File: src/rtl/d8_branch_unit.sv
// Control-flow unit for the dumb8 core: decodes jumps, calls and returns,
// drives a registered fetch redirect and keeps a hardware return-address stack.
module d8_branch_unit #(
  parameter int AW    = 8,
  parameter int DEPTH = 4,
  parameter int SPW   = $clog2(DEPTH + 1)
) (
  input  logic           sys_clk,
  input  logic           sys_rst,
  input  logic           op_valid,
  input  logic [7:0]     op,
  input  logic [AW-1:0]  a,
  input  logic [AW-1:0]  ret_addr,
  input  logic           z,
  input  logic           c,
  input  logic           n,
  output logic           li_di_rst,
  output logic [AW-1:0]  mem_addr,
  output logic           load,
  output logic [SPW-1:0] depth,
  output logic           ovf,
  output logic           unf
);

  localparam int IW = (DEPTH > 1) ? $clog2(DEPTH) : 1;

  localparam logic [7:0] OP_JMP  = 8'h09;
  localparam logic [7:0] OP_JZ   = 8'h0a;
  localparam logic [7:0] OP_JNZ  = 8'h0b;
  localparam logic [7:0] OP_JC   = 8'h0c;
  localparam logic [7:0] OP_JN   = 8'h0d;
  localparam logic [7:0] OP_CALL = 8'h0e;
  localparam logic [7:0] OP_RET  = 8'h0f;

  logic [AW-1:0]  stack [DEPTH];
  logic [SPW-1:0] sp;
  logic [SPW-1:0] sp_m1;
  logic [IW-1:0]  wr_idx;
  logic [IW-1:0]  rd_idx;
  logic           eval;
  logic           cond;
  logic           is_call;
  logic           is_ret;
  logic           full;
  logic           empty;
  logic           taken;
  logic           push;
  logic           pop;
  logic [AW-1:0]  target;

  // op_valid qualifies op/a/ret_addr/flags for one cycle; there is no ready:
  // an instruction presented while load is high (flush cycle) is dropped.
  assign eval   = op_valid & ~load;
  assign full   = (sp == SPW'(DEPTH));
  assign empty  = (sp == '0);
  assign sp_m1  = sp - SPW'(1);
  assign wr_idx = sp[IW-1:0];
  assign rd_idx = sp_m1[IW-1:0];
  assign depth  = sp;

  always_comb begin
    cond    = 1'b0;
    is_call = 1'b0;
    is_ret  = 1'b0;
    case (op)
      OP_JMP:  cond = 1'b1;
      OP_JZ:   cond = z;
      OP_JNZ:  cond = ~z;
      OP_JC:   cond = c;
      OP_JN:   cond = n;
      OP_CALL: begin
        is_call = 1'b1;
        cond    = ~full;
      end
      OP_RET:  begin
        is_ret = 1'b1;
        cond   = ~empty;
      end
      default: cond = 1'b0;
    endcase
  end

  assign taken  = eval & cond;
  assign push   = taken & is_call;
  assign pop    = taken & is_ret;
  assign target = pop ? stack[rd_idx] : a;

  // Stack contents are deliberately not reset; only sp defines validity.
  always_ff @(posedge sys_clk) begin
    if (push) stack[wr_idx] <= ret_addr;
  end

  always_ff @(posedge sys_clk or posedge sys_rst) begin
    if (sys_rst) begin
      sp        <= '0;
      li_di_rst <= 1'b1;
      load      <= 1'b0;
      mem_addr  <= '0;
      ovf       <= 1'b0;
      unf       <= 1'b0;
    end else begin
      if (push)     sp <= sp + SPW'(1);
      else if (pop) sp <= sp_m1;
      li_di_rst <= taken;
      load      <= taken;
      mem_addr  <= taken ? target : '0;
      if (eval && is_call && full) ovf <= 1'b1;
      if (eval && is_ret && empty) unf <= 1'b1;
    end
  end

endmodule
File: config.mk
export PLATFORM = sky130hd
export DESIGN_NAME = d8_branch_unit
export DESIGN_NICKNAME = d
export VERILOG_FILES = /design/src/rtl/d8_branch_unit.sv
export SDC_FILE = /design/constraint.sdc
export NUM_CORES = 1
export LEC_CHECK = 0
export CORE_MARGIN = 10
export CORE_UTILIZATION = 44
export CTS_CLUSTER_DIAMETER = 50
export DETAILED_ROUTE_END_ITERATION = 10
export MAX_ROUTING_LAYER = met4
export PLACE_DENSITY = 0.81
export REMOVE_ABC_BUFFERS = 1
export SLEW_MARGIN = 15
export SYNTH_ARGS = -nofsm -noshare
export SYNTH_HDL_FRONTEND = slang
export SYNTH_SLANG_ARGS = --single-unit
File: constraint.sdc
create_clock -name sys_clk -period 2.79 [get_ports sys_clk]
set_clock_uncertainty 0.15 [all_clocks]
set_input_delay 0.558 -clock sys_clk [delete_from_list [all_inputs] [get_ports sys_clk]]
set_output_delay 0.558 -clock sys_clk [all_outputs]
set_load 0.005 [all_outputs]
==> metrics.cfg, run 1 <==
[global_route]
grt_overflow=0
gr-usage-all-layers_pct=12.2
grt_max_degree=17
grt_pass1_wl_mm=6.83
antenna_found_initial=0
grt_pass1_vias=1313

[setup_path]
crit_path_max_fanout=8
crit_buf_inv=2
required_ns=2.66
startpoint_type=primary input
slowest_delay_ns=0.54
worstPathCellList=clkdlybuf4s50_1 -> or4b_4 -> a2111o_1 -> nor2_1 -> and2_1 -> buf_12
cpMaxStageDelayCell=or4b_4
crit_arrival_ns=2.38
rr_worst_depth=5
cpLargestDelayFamily=simple AND/OR/NAND/NOR gates
cp.depth=6
crit_path_end_kind=flip-flop
critPathKind=in2reg

[yosys]
synth.area.top_cells=edfxtp_1 (49%), dfrtp_1 (18%), mux4_2 (9.2%)
avgSynthCellArea_sq_um=15.5
syn-instance-count=126
synth.distinct_cells=30
synth_edf_count=32
synth_warnings=0
yosys-top-cells-count=edfxtp_1 (32), nand2_1 (18), dfrtp_1 (14), a21oi_1 (11), mux4_2 (8)
synth_ff_type=edfxtp_1
synth_largest_area_cell=edfxtp_1
synth_area_sq_um=1950
synth-seq-cells=47
synth_top_area_share_pct=49.3
async_reset_ff_share_pct=31.9
synth.most_common_cell=edfxtp_1
ys_seq_area_share_pct=68.6

[job]
maxCapViolations=0

[route]
wl_per_cell_um=18.3
firstDrtPassIters=4
drtAntennaViolNets=0
drc_errors=0
routed_wl_mm=4.29
routed-via-count=1214
dr.first_iter.drc_count=55
viasPerCell=5.19

[layout]
final_area_sq_um=2650
nets=216
antenna_cells=0
drive_above_1_share_pct=16.5
syn_to_final_growth_pct=36.1

[min_path]
hold_class=reg2reg
min_delay_path_depth=1

[sta]
max_freq_ghz=0.398
period_minus_slack_ns=2.51
period_share_pct=90.0
setup_viol=0
max_slew.worst_pin.slew_ns=0.573
slew_violations=0
hold_viol=0
slew_headroom_pct=61.8
rsz0062_at_grt=false

[clock_tree]
cts.clk_slew.worst_paths_ns=0.09
cts.sink_count=47
insertion_delay_ns=0.30
tritoncts=built
hold_buffers=0
htree_levels=2
cts_inserted_buffers=5
cts-root-buf=clkbuf_8
cts_resized=0
clk_path_buf_depth=2
post_cts_buffers=0

[floorplanning]
die_w_um=86.6
die_h_um=86.6
core_sq_um=4320
dieArea_sq_um=7490
fp-row-count=24
start_util_pct=45.1
ios=45

[placement]
hpwl_mm=3.38
portBuffers=44
placed_cell_area_sq_um=2540
gp_congestion=0.910

[outcome]
status=finished, final reports clean

[power_and_ir_drop]
irDropWorstVdd_mv=0.354
p_per_area_nw_per_um2=544
power_mw=1.44
p_leak_nw=1.02

[final cells by class]
cell class	count	area (sq um)
multi-input combinational	71	581
clock inverter	3	47.5
tap	52	65.1
fill	343	1670
sequential	47	1340
timing repair buffer	52	538
inverter	4	15.0
clock buffer	5	68.8
[cell families (layout without fill, tap and decap cells)]
| logic type | after synthesis | in the layout | synth area share [%] |
|---|---|---|---|
| adder cells (fa/ha/maj) | 5 | 5 | 3.21 |
| multiplexers | 10 | 10 | 10.3 |
| XOR/XNOR | 4 | 4 | 1.80 |
| AO/OA/AOI/OAI | 16 | 16 | 5.52 |
| buffers and inverters | 8 | 64 | 1.60 |
| AND/OR/NAND/NOR | 36 | 36 | 8.99 |
| flip-flops | 47 | 47 | 68.6 |
[flip-flops by register name, summed over array words and instances, names as in the netlist]
register,cells
load,1
mem_addr,8
li_di_rst,1
stack,32
unf,1
ovf,1
depth,3
[metrics by stage]
stage	setup slack [ns]	instances	util (%)	setup TNS (ns)	hold slack (ns)
2_1_floorplan	-0.0191	122	-	-0.153	0.309
3_3_place_gp	-0.0267	226	58.7	-0.586	0.301
3_5_place_dp	-0.0306	226	58.7	-0.495	0.309
4_1_cts	0.283	234	61.3	0	0.331
5_1_grt	0.207	234	61.3	0	0.355
6_report	0.279	234	61.3	0	0.331
[final timing paths]
kind,from,endpoint,slack (ns)
setup reg to reg,load,stack[1][1],0.60
setup / recovery,op[7],stack[1][1],0.28
hold / removal,unf,unf,0.33
max in group asynchronous,sys_rst,ovf,1.66
hold reg to reg,unf,unf,0.33
min in group asynchronous,sys_rst,mem_addr[3],0.45
[metal layers]
layer,vias up,GRT usage (%),share of wire [%]
li1,571,-,-
met1,602,14.3,44
met2,35,18.7,48
met3,6,4.22,6.6
met4,0,5.30,1.5
met5,-,-,0
[report_power, final]
group	switching [mW]	leakage [nW]	internal [mW]
combinational	0.0765	0.477	0.103
sequential	0.00357	0.488	0.750
clock	0.238	0.0587	0.272
[layout by cell type, fill, tap and decap left out, drive strengths merged]
master	n
clkbuf	5
nand2	18
nand3b	1
and3	1
nor2	5
a21bo	1
bufinv	1
mux2i	2
or4b	1
clkdlybuf4s50	44
mux4	8
o31ai	1
xor2	3
buf	8
nor3b	1
nor3	1
ha	5
clkinv	1
edfxtp	32
nor2b	1
xnor2	1
inv	5
a2111o	1
dfstp	1
a31o	1
or2	1
dfrtp	14
nand3	1
a21oi	11
and2	4
nand2b	1
a41o	1
Note: power is estimated with default switching activity, not from simulation.
==> run 2, diff against run 1 <==
--- a/config.mk
+++ b/config.mk
@@ -7,6 +7,7 @@
 export LEC_CHECK = 0
 export CORE_MARGIN = 10
 export CORE_UTILIZATION = 44
+export CTS_BUF_LIST = sky130_fd_sc_hd__clkbuf_16
 export CTS_CLUSTER_DIAMETER = 50
 export DETAILED_ROUTE_END_ITERATION = 10
 export MAX_ROUTING_LAYER = met4
==> metrics.cfg, run 2 (synthesis gave the netlist of run 1 again) <==
[sta]
setup_viol=0
max_freq_ghz=0.396
slew_violations=0
period_minus_slack_ns=2.53
slew_headroom_pct=60.8
rsz0062_at_grt=false
max_slew.worst_pin.slew_ns=0.588
hold_viol=0
period_share_pct=90.6
fin_ws_ns=0.263

[clock_tree]
cts.clk_slew.worst_paths_ns=0.06
clk_path_buf_depth=2
cts.sink_count=47
tritoncts=built
post_cts_buffers=0
cts-root-buf=clkbuf_16
hold_buffers=0
cts_inserted_buffers=5
htree_levels=2
insertion_delay_ns=0.28
cts_resized=0

[global_route]
gr-usage-all-layers_pct=12.7
grt_pass1_wl_mm=6.99
grt_pass1_vias=1334
grt_overflow=0
antenna_found_initial=0
grt_max_degree=17

[job]
maxCapViolations=0

[placement]
dp_slack_ns=-0.0306
hpwl_mm=3.38
gp_congestion=0.910
portBuffers=44

[setup_path]
critPathKind=in2reg
reg2reg_from=load
r2r-end=stack[0][5]
required_ns=2.64
crit_arrival_ns=2.38
crit_path_end_kind=flip-flop
crit_path_max_fanout=8
startpoint_type=primary input
rr_worst_depth=5
reg2reg_slack_ns=0.60

[min_path]
holdPathEnd=unf
hold_class=reg2reg
min_delay_path_depth=1
min_from=unf

[layout]
final_cell_mix=clkdlybuf4s50_1 (44), edfxtp_1 (32), nand2_1 (18)
mostFrequentLayoutCell=clkdlybuf4s50_1
largest_reg_flops=32
syn_to_final_growth_pct=39.0
nets=216
top_register=stack
drive_above_1_share_pct=16.5
antenna_cells=0

[power_and_ir_drop]
irDropWorstVdd_mv=0.481
power_mw=1.61
p_leak_nw=1.05
p_per_area_nw_per_um2=596

[route]
firstDrtPassIters=4
viasPerCell=5.23
drtAntennaViolNets=0
dr.first_iter.drc_count=57
drc_errors=0
routed-via-count=1223
routed_wl_mm=4.37
wl_per_cell_um=18.7

[floorplanning]
start_util_pct=45.1
ios=45
die_w_um=86.6
fp-row-count=24
dieArea_sq_um=7490
die_h_um=86.6
core_sq_um=4320

[outcome]
status=finished, final reports clean

[run 2: cell count changes in the layout (fill, tap and decap cells not counted)]
| cell | previous run | this run |
|---|---|---|
| clkbuf_8 | 5 | 0 |
| clkbuf_16 | 0 | 5 |
[run 2: worst max-delay path by stage]
stage	slack (ns)	to	start
floorplan	-0.02	stack[3][0]	depth[0]
global placement	-0.03	stack[0][3]	op[7]
detailed placement	-0.03	stack[2][2]	op[7]
CTS	0.27	stack[1][0]	op[7]
global route	0.18	stack[1][0]	op[7]
finish	0.26	stack[0][5]	op[7]
[run 2: final cells by class]
class	instances	area, sq um
Fill cell	327	1620
Sequential cell	47	1340
Multi-Input combinational cell	71	581
Timing Repair Buffer	52	538
Clock buffer	5	125
Tap cell	52	65.1
Clock inverter	3	47.5
Inverter	4	15.0
[run 2: routing by layer]
metal / vias up / global-route usage (%) / routed length (um)
li1: 573 / - / -
met1: 610 / 14.5 / 1890
met2: 35 / 19.3 / 2110
met3: 5 / 5.35 / 293
met4: 0 / 5.30 / 72
met5: - / - / 0
[run 2: power by group]
group / switching (mW) / total, mW / leakage, nW / internal, mW
Combinational: 0.0771 / 0.181 / 0.477 / 0.103
Clock: 0.252 / 0.679 / 0.0844 / 0.427
Sequential: 0.00357 / 0.754 / 0.488 / 0.751
Total: 0.333 / 1.61 / 1.05 / 1.28
[run 2: critical path: stages]
cell and delay [ns]:
clkdlybuf4s50_1 0.40, or4b_4 0.54, a2111o_1 0.40, nor2_1 0.14
and2_1 0.20, buf_12 0.14
[run 2: per-stage QoR]
stage                     cells  utilization [%]  TNS, ns  cell area (sq um)  hold slack (ns)
after CTS                   234             62.6        0               2710            0.324
after global placement      226             58.7   -0.586               2540            0.301
after global routing        234             62.6        0               2710            0.348
after detailed placement    226             58.7   -0.495               2540            0.309
after floorplan             122                -   -0.153               1930            0.309
final                       234             62.6        0               2710            0.325
